===== src/rtl/bicubic_out_packer_if.sv =====
// Handshake bundle between the bicubic upsampler, the output packer
// and the access-control stage.
interface bicubic_out_packer_if #(
    parameter int CHANNEL_WIDTH = 8
);
    logic                       bcci_rsp_valid;
    logic [CHANNEL_WIDTH-1:0]   bcci_rsp_data1;
    logic [CHANNEL_WIDTH-1:0]   bcci_rsp_data2;
    logic [CHANNEL_WIDTH-1:0]   bcci_rsp_data3;
    logic [CHANNEL_WIDTH-1:0]   bcci_rsp_data4;
    logic                       bf_rsp_ready;
    logic                       ac_req_valid;
    logic [4*CHANNEL_WIDTH-1:0] ac_req_data;
    logic                       ac_req_last;
    logic                       ac_req_user;
    logic                       ac_rsp_ready;

    modport master (
        output bcci_rsp_valid, bcci_rsp_data1, bcci_rsp_data2,
        output bcci_rsp_data3, bcci_rsp_data4, ac_rsp_ready,
        input  bf_rsp_ready, ac_req_valid, ac_req_data,
        input  ac_req_last, ac_req_user
    );

    modport slave (
        input  bcci_rsp_valid, bcci_rsp_data1, bcci_rsp_data2,
        input  bcci_rsp_data3, bcci_rsp_data4, ac_rsp_ready,
        output bf_rsp_ready, ac_req_valid, ac_req_data,
        output ac_req_last, ac_req_user
    );
endinterface


===== src/rtl/bicubic_out_packer.sv =====
// Packs 4-pixel beats into tagged words behind a 2-entry skid FIFO.
// Optional frame_done pulse enabled by BCCI_PACK_FRAME_DONE_EN.
module bicubic_out_packer #(
    parameter int CHANNEL_WIDTH = 8,
    parameter int BEATS_PER_ROW = 960,
    parameter int DST_ROWS      = 2160
) (
    input  logic clk,
    input  logic rst_n,
`ifdef BCCI_PACK_FRAME_DONE_EN
    output logic frame_done,
`endif
    bicubic_out_packer_if.slave bus
);
    localparam int DW = 4 * CHANNEL_WIDTH;
`ifdef BCCI_PACK_FRAME_DONE_EN
    localparam int EW = DW + 3;
`else
    localparam int EW = DW + 2;
`endif
    localparam int CW = (BEATS_PER_ROW > 1) ? $clog2(BEATS_PER_ROW) : 1;
    localparam int RW = (DST_ROWS > 1) ? $clog2(DST_ROWS) : 1;
    localparam logic [CW-1:0] COL_MAX = CW'(BEATS_PER_ROW - 1);
    localparam logic [RW-1:0] ROW_MAX = RW'(DST_ROWS - 1);

    logic [EW-1:0] mem [2];
    logic          wr_ptr;
    logic          rd_ptr;
    logic [1:0]    count;
    logic [CW-1:0] col;
    logic [RW-1:0] row;
    logic          in_hs;
    logic          out_hs;
    logic          tag_last;
    logic          tag_user;
    logic [DW-1:0] pix;
    logic [EW-1:0] wr_entry;
    logic [EW-1:0] head;

    // Ready comes from registered occupancy only, never from downstream
    assign bus.bf_rsp_ready = (count != 2'd2);
    assign bus.ac_req_valid = (count != 2'd0);
    assign in_hs  = bus.bcci_rsp_valid & bus.bf_rsp_ready;
    assign out_hs = bus.ac_req_valid & bus.ac_rsp_ready;

    assign tag_last = (col == COL_MAX);
    assign tag_user = (col == '0) & (row == '0);
    assign pix = {bus.bcci_rsp_data4, bus.bcci_rsp_data3,
                  bus.bcci_rsp_data2, bus.bcci_rsp_data1};

`ifdef BCCI_PACK_FRAME_DONE_EN
    assign wr_entry = {tag_last & (row == ROW_MAX), tag_user, tag_last, pix};
`else
    assign wr_entry = {tag_user, tag_last, pix};
`endif

    assign head = mem[rd_ptr];
    assign bus.ac_req_data = head[DW-1:0];
    assign bus.ac_req_last = head[DW];
    assign bus.ac_req_user = head[DW+1];

    always_ff @(posedge clk) begin
        if (!rst_n) begin
            mem[0] <= '0;
            mem[1] <= '0;
            wr_ptr <= 1'b0;
            rd_ptr <= 1'b0;
            count  <= 2'd0;
            col    <= '0;
            row    <= '0;
        end else begin
            if (in_hs) begin
                mem[wr_ptr] <= wr_entry;
                wr_ptr      <= ~wr_ptr;
                if (tag_last) begin
                    col <= '0;
                    row <= (row == ROW_MAX) ? '0 : row + 1'b1;
                end else begin
                    col <= col + 1'b1;
                end
            end
            if (out_hs) begin
                rd_ptr <= ~rd_ptr;
            end
            case ({in_hs, out_hs})
                2'b10:   count <= count + 2'd1;
                2'b01:   count <= count - 2'd1;
                default: count <= count;
            endcase
        end
    end

`ifdef BCCI_PACK_FRAME_DONE_EN
    always_ff @(posedge clk) begin
        if (!rst_n) begin
            frame_done <= 1'b0;
        end else begin
            frame_done <= out_hs & head[DW+2];
        end
    end
`endif
endmodule


===== src/flat_wrapper.sv =====
// flat-port wrapper written by rule: the top's interface ports become plain ports
module bicubic_out_packer_flat 
#(
    parameter int CHANNEL_WIDTH = 8,
    parameter int BEATS_PER_ROW = 960,
    parameter int DST_ROWS      = 2160
)
  (clk, rst_n, bus_bcci_rsp_valid, bus_bcci_rsp_data1, bus_bcci_rsp_data2, bus_bcci_rsp_data3, bus_bcci_rsp_data4, bus_ac_rsp_ready, bus_bf_rsp_ready, bus_ac_req_valid, bus_ac_req_data, bus_ac_req_last, bus_ac_req_user);
  bicubic_out_packer_if #(.CHANNEL_WIDTH(CHANNEL_WIDTH)) bus_i ();
  input  logic clk;
  input  logic rst_n;
  input wire logic [$bits(bus_i.bcci_rsp_valid)-1:0] bus_bcci_rsp_valid;
  input wire logic [$bits(bus_i.bcci_rsp_data1)-1:0] bus_bcci_rsp_data1;
  input wire logic [$bits(bus_i.bcci_rsp_data2)-1:0] bus_bcci_rsp_data2;
  input wire logic [$bits(bus_i.bcci_rsp_data3)-1:0] bus_bcci_rsp_data3;
  input wire logic [$bits(bus_i.bcci_rsp_data4)-1:0] bus_bcci_rsp_data4;
  input wire logic [$bits(bus_i.ac_rsp_ready)-1:0] bus_ac_rsp_ready;
  output wire logic [$bits(bus_i.bf_rsp_ready)-1:0] bus_bf_rsp_ready;
  output wire logic [$bits(bus_i.ac_req_valid)-1:0] bus_ac_req_valid;
  output wire logic [$bits(bus_i.ac_req_data)-1:0] bus_ac_req_data;
  output wire logic [$bits(bus_i.ac_req_last)-1:0] bus_ac_req_last;
  output wire logic [$bits(bus_i.ac_req_user)-1:0] bus_ac_req_user;
  assign bus_i.bcci_rsp_valid = bus_bcci_rsp_valid;
  assign bus_i.bcci_rsp_data1 = bus_bcci_rsp_data1;
  assign bus_i.bcci_rsp_data2 = bus_bcci_rsp_data2;
  assign bus_i.bcci_rsp_data3 = bus_bcci_rsp_data3;
  assign bus_i.bcci_rsp_data4 = bus_bcci_rsp_data4;
  assign bus_i.ac_rsp_ready = bus_ac_rsp_ready;
  assign bus_bf_rsp_ready = bus_i.bf_rsp_ready;
  assign bus_ac_req_valid = bus_i.ac_req_valid;
  assign bus_ac_req_data = bus_i.ac_req_data;
  assign bus_ac_req_last = bus_i.ac_req_last;
  assign bus_ac_req_user = bus_i.ac_req_user;
  bicubic_out_packer #(.CHANNEL_WIDTH(CHANNEL_WIDTH), .BEATS_PER_ROW(BEATS_PER_ROW), .DST_ROWS(DST_ROWS)) u_core (.clk(clk), .rst_n(rst_n), .bus(bus_i));
endmodule

===== config.mk =====
export PLATFORM = sky130hd
export DESIGN_NAME = bicubic_out_packer_flat
export DESIGN_NICKNAME = d
export VERILOG_FILES = /design/src/rtl/bicubic_out_packer_if.sv /design/src/rtl/bicubic_out_packer.sv /design/src/flat_wrapper.sv
export SDC_FILE = /design/constraint.sdc
export NUM_CORES = 1
export LEC_CHECK = 0
export ABC_CLOCK_PERIOD_IN_PS = 5700
export CORE_MARGIN = 2
export CORE_UTILIZATION = 53
export DETAILED_ROUTE_END_ITERATION = 16
export PLACE_DENSITY = 0.79
export SLEW_MARGIN = 20
export SYNTH_ARGS = -nofsm -noshare
export SYNTH_HDL_FRONTEND = slang
export SYNTH_SLANG_ARGS = --single-unit

===== constraint.sdc =====
create_clock -name clk -period 5.7 [get_ports clk]
set_clock_uncertainty 0.2 [all_clocks]
set_input_delay 1.71 -clock clk [delete_from_list [all_inputs] [get_ports clk]]
set_output_delay 1.71 -clock clk [all_outputs]
set_load 0.02 [all_outputs]

# Word-level counts from Yosys, hierarchy flattened
# Memory sizes are Yosys's and may differ from the RTL's. A register that Yosys moved wholly into a read port is not among the register bits.
# Index checks and enable logic that the tools add are counted.
[totals]
wordCells = 38
inputBits = 36
ff_bits = 26
mem_count = 1
ram_bits = 68
output_inout_bits = 36
[op_classes]
bitwise_logic = 5
eq_ne = 5
reduce_logical = 6
add_sub_neg = 4
mux = 12
[mem_list]
columns = ["memory", "depth", "width", "read_ports", "rd_clocked_by_memory_dff", "write_ports", "line_no", "rtl"]
rows = [
  ["u_core.mem", 2, 34, 1, 1, 2, "bicubic_out_packer.sv:26", "logic [EW-1:0] mem [2];"],
]
[op_table]
columns = ["op", "n"]
rows = [
  ["34-bit two-way mux", 1],
  ["34-bit OR reduction", 1],
  ["12-bit by 1-bit adder with 12-bit output (second input constant)", 1],
  ["12-bit == test (second input constant)", 1],
  ["12-bit zero test", 1],
  ["12-bit two-way mux", 1],
  ["10-bit by 1-bit adder with 10-bit output (second input constant)", 1],
  ["10-bit == test (second input constant)", 1],
  ["10-bit zero test", 1],
  ["10-bit two-way mux", 1],
  ["1-bit two-way mux", 8],
  ["2-bit case mux with 2 select lines", 1],
  ["2-bit nonzero test", 2],
  ["1-bit bitwise AND", 3],
  ["2-bit by 1-bit adder with 2-bit output (second input constant)", 1],
  ["2-bit by 1-bit == test with 1-bit output (second input constant)", 1],
  ["2-bit == test (second input constant)", 1],
  ["2-bit inequality test (second input constant)", 1],
  ["1-bit inverter", 2],
  ["2-bit AND reduction", 1],
  ["2-bit by 1-bit subtractor with 2-bit output (second input constant)", 1],
]

# Depth between registers and ports, before layout
[logic_depth]
word_depth = 7
ltp_mapped = 7

# Least setup slack after synthesis
# Ideal clock, no wire load.
[synth_path]
path_kind = "input port to flip-flop"
start = "input port bus_bcci_rsp_valid"
end = "memory u_core.mem[0][0] in the netlist's numbering, enable pin"
slack_ns = 0.463
cell_stages = 3
arrival_time_ns = 4.565
cell_sequence = "clkbuf_1 nand2_1 o21ai_0"
[synth_rtl]
columns = ["item", "line_no", "rtl"]
rows = [
  ["from (decl)", "flat_wrapper.sv:12", "input wire logic [$bits(bus_i.bcci_rsp_valid)-1:0] bus_bcci_rsp_valid;"],
  ["to (decl)", "bicubic_out_packer.sv:26", ""],
]

==> flow_summary.json <==
{
  "power_density_mw_per_mm2": 357.2,
  "arrival_ps": 2040,
  "die_h_um": 94.99,
  "crit_required_ps": 3790,
  "ios": 72,
  "yosysMostFrequentCell": "edfxtp_1",
  "timing.setup.tns_ps": 0,
  "slew_headroom": 0.2962,
  "status": "completed",
  "place.gp.congestion": 0.8490,
  "antenna_found_initial": 0,
  "synth.distinct_cells": 43,
  "portBuffers": 71,
  "fin_nets": 472,
  "wire_per_inst_um": 16.16,
  "place_ws_ps": 1587,
  "post-dp-hpwl_um": 5782,
  "via_count": 3046,
  "syn_nets": 405,
  "synth-edff-count": 68,
  "finalSetupViolCount": 0,
  "hold_viol_final": 0,
  "via_per_inst": 5.630,
  "finalCriticalPeriod_ps": 3955,
  "synth_largest_area_cell": "edfxtp_1",
  "min_path_type": "reg -> reg",
  "yosysSeqAreaShare": 0.5885,
  "cts_buffers": 9,
  "first_iter_violations": 259,
  "cts_tree": "built",
  "ant_nets": 0,
  "leakagePower_uw": 0.002041,
  "grt_pass1_wl_um": 13700,
  "core_area_mm2": 0.008134,
  "dr.pass1.iters": 4,
  "cap_violations": 0,
  "grt_setup_unrepaired": "no",
  "fillers": 619,
  "ctsLongestPathBuffers": 2,
  "ys_warn_count": 0,
  "n_antenna_cell": 0,
  "tightest_slew_ps": 1052,
  "syn_to_final_growth_pct": 22.61,
  "ctsHoldBuffers": 0,
  "cp_max_fo": 34,
  "drc": 0,
  "slew_viol_final": 0,
  "async_flop_share": 0,
  "synth_seq_cells": 95,
  "ctsResizeCount": 0,
  "synth_top_cell_area_share": 0.4654,
  "std_cell_rows": 33,
  "period_share": 0.6938,
  "p_total_uw": 1922,
  "die_w_um": 94.99,
  "wl_um": 8740,
  "whs_ps": 310.2,
  "clkTransAtPathRegs_ps": 100,
  "gr-total-overflow": 0,
  "setup_slack_ps": 1745,
  "synth_area_mm2": 0.004388,
  "fmax_mhz": 252.9,
  "ctsHtreeMaxLevel": 3,
  "finish.utilization": 0.6614,
  "post_cts_buffers": 0,
  "start_util": 0.5395,
  "clock_latency_ps": 360,
  "peakVddDrop_mv": 0.1231,
  "track_usage": 0.1986,
  "cp-start-kind": "flip-flop",
  "crit_type": "reg -> out",
  "die_area_mm2": 0.009023,
  "cts.sinks": 95,
  "grt_pass1_vias": 2845,
  "r2r_start": "u_core.row[4]$_SDFFE_PN0P_",
  "root_buffer": "clkbuf_8",
  "final_layout_size_suffix_gt1_frac": 0.1537,
  "grt_max_degree": 62,
  "netlist_top_cells_count": "edfxtp_1 (68), and2_1 (38), and3_1 (36), mux2_2 (34), dfxtp_1 (27)",
  "endpoint_kind": "primary output",
  "ys_top_cells_by_area": "edfxtp_1 (47%), dfxtp_1 (12%), mux2_2 (8.7%)",
  "ys.flop_type": "edfxtp_1",
  "hold_start": "u_core.row[8]$_SDFFE_PN0P_",
  "synthCells": 364,
  "syn_area_per_cell_um2": 12.05
}
## state kept, by name, indices dropped and copies added, names as in the netlist, named ones only
signal and count:
u_core.mem 68, u_core.row 12, u_core.col 10, u_core.count 2, u_core.rd_ptr 1, u_core.wr_ptr 1
## layer usage
layer / global-route usage / part of all wire
met5: 0 / 0
met4: 0.07729 / 0.015
met3: 0.03113 / 0.052
met2: 0.3221 / 0.49
met1: 0.2692 / 0.44
## through the flow
stage,instance area [um2],cells
6_report,5380,541
5_1_grt,5380,541
4_1_cts,5380,541
3_5_place_dp,5196,525
3_3_place_gp,5196,525
2_1_floorplan,4388,364
## critical path: stages, from the launching register on
cell and delay [ps]:
dfxtp_1 320, buf_4 380, mux2_2 400, clkdlybuf4s50_1 560
## kinds of logic after synthesis
logic type               Yosys count  share of synthesized area
AND/OR/NAND/NOR                  161                     0.2170
flip-flops                        95                     0.5885
multiplexers                      36                    0.09182
AO/OA/AOI/OAI                     29                    0.04391
buffers and inverters             29                    0.02652
XOR/XNOR                           9                    0.01797
adder cells (fa/ha/maj)            5                    0.01426
## worst paths after layout
kind	to	cells past startpoint	slack (ps)
worst max-delay path	bus_ac_req_data[27]	3	1750
worst min-delay path	u_core.row[8]$_SDFFE_PN0P_	2	310
worst max register to register	u_core.row[3]$_SDFFE_PN0P_	4	3270
worst min register to register	u_core.row[8]$_SDFFE_PN0P_	2	310
## report_power, final
part	switching (uW)	total, uW	internal (uW)
Sequential	30.5	866	836
Clock	253	421	168
Combinational	319	635	316
## layout make-up
cell class              instances  area [um2]  share of cell area
clock buffers                   9       123.9             0.02302
clock inverters                 7       60.06             0.01116
inverters                       9       33.78            0.006279
multi-input cells             240        1705              0.3170
flip-flops and latches         95        2582              0.4800
well taps                     105       131.4             0.02442
repair buffers                 76       743.2              0.1381
## layout by cell type (no fill, tap or decap), drive strengths merged, types with 3 or more instances in the layout
master and n:
edfxtp 68, clkdlybuf4s50 70, nor3 4, or3b 4, and4 3, inv 14, and3 36, mux2 34
nand2 20, nand4 8, nor2 10, xnor2 8, a21oi 7, or4 4, clkbuf 9, or3 8
nor2b 4, dfxtp 27, nor4 4, and2 38, buf 6, o22ai 3, o21ai 5, ha 5
nand3 10, a21boi 4
Power figures use the tool's default switching activity.
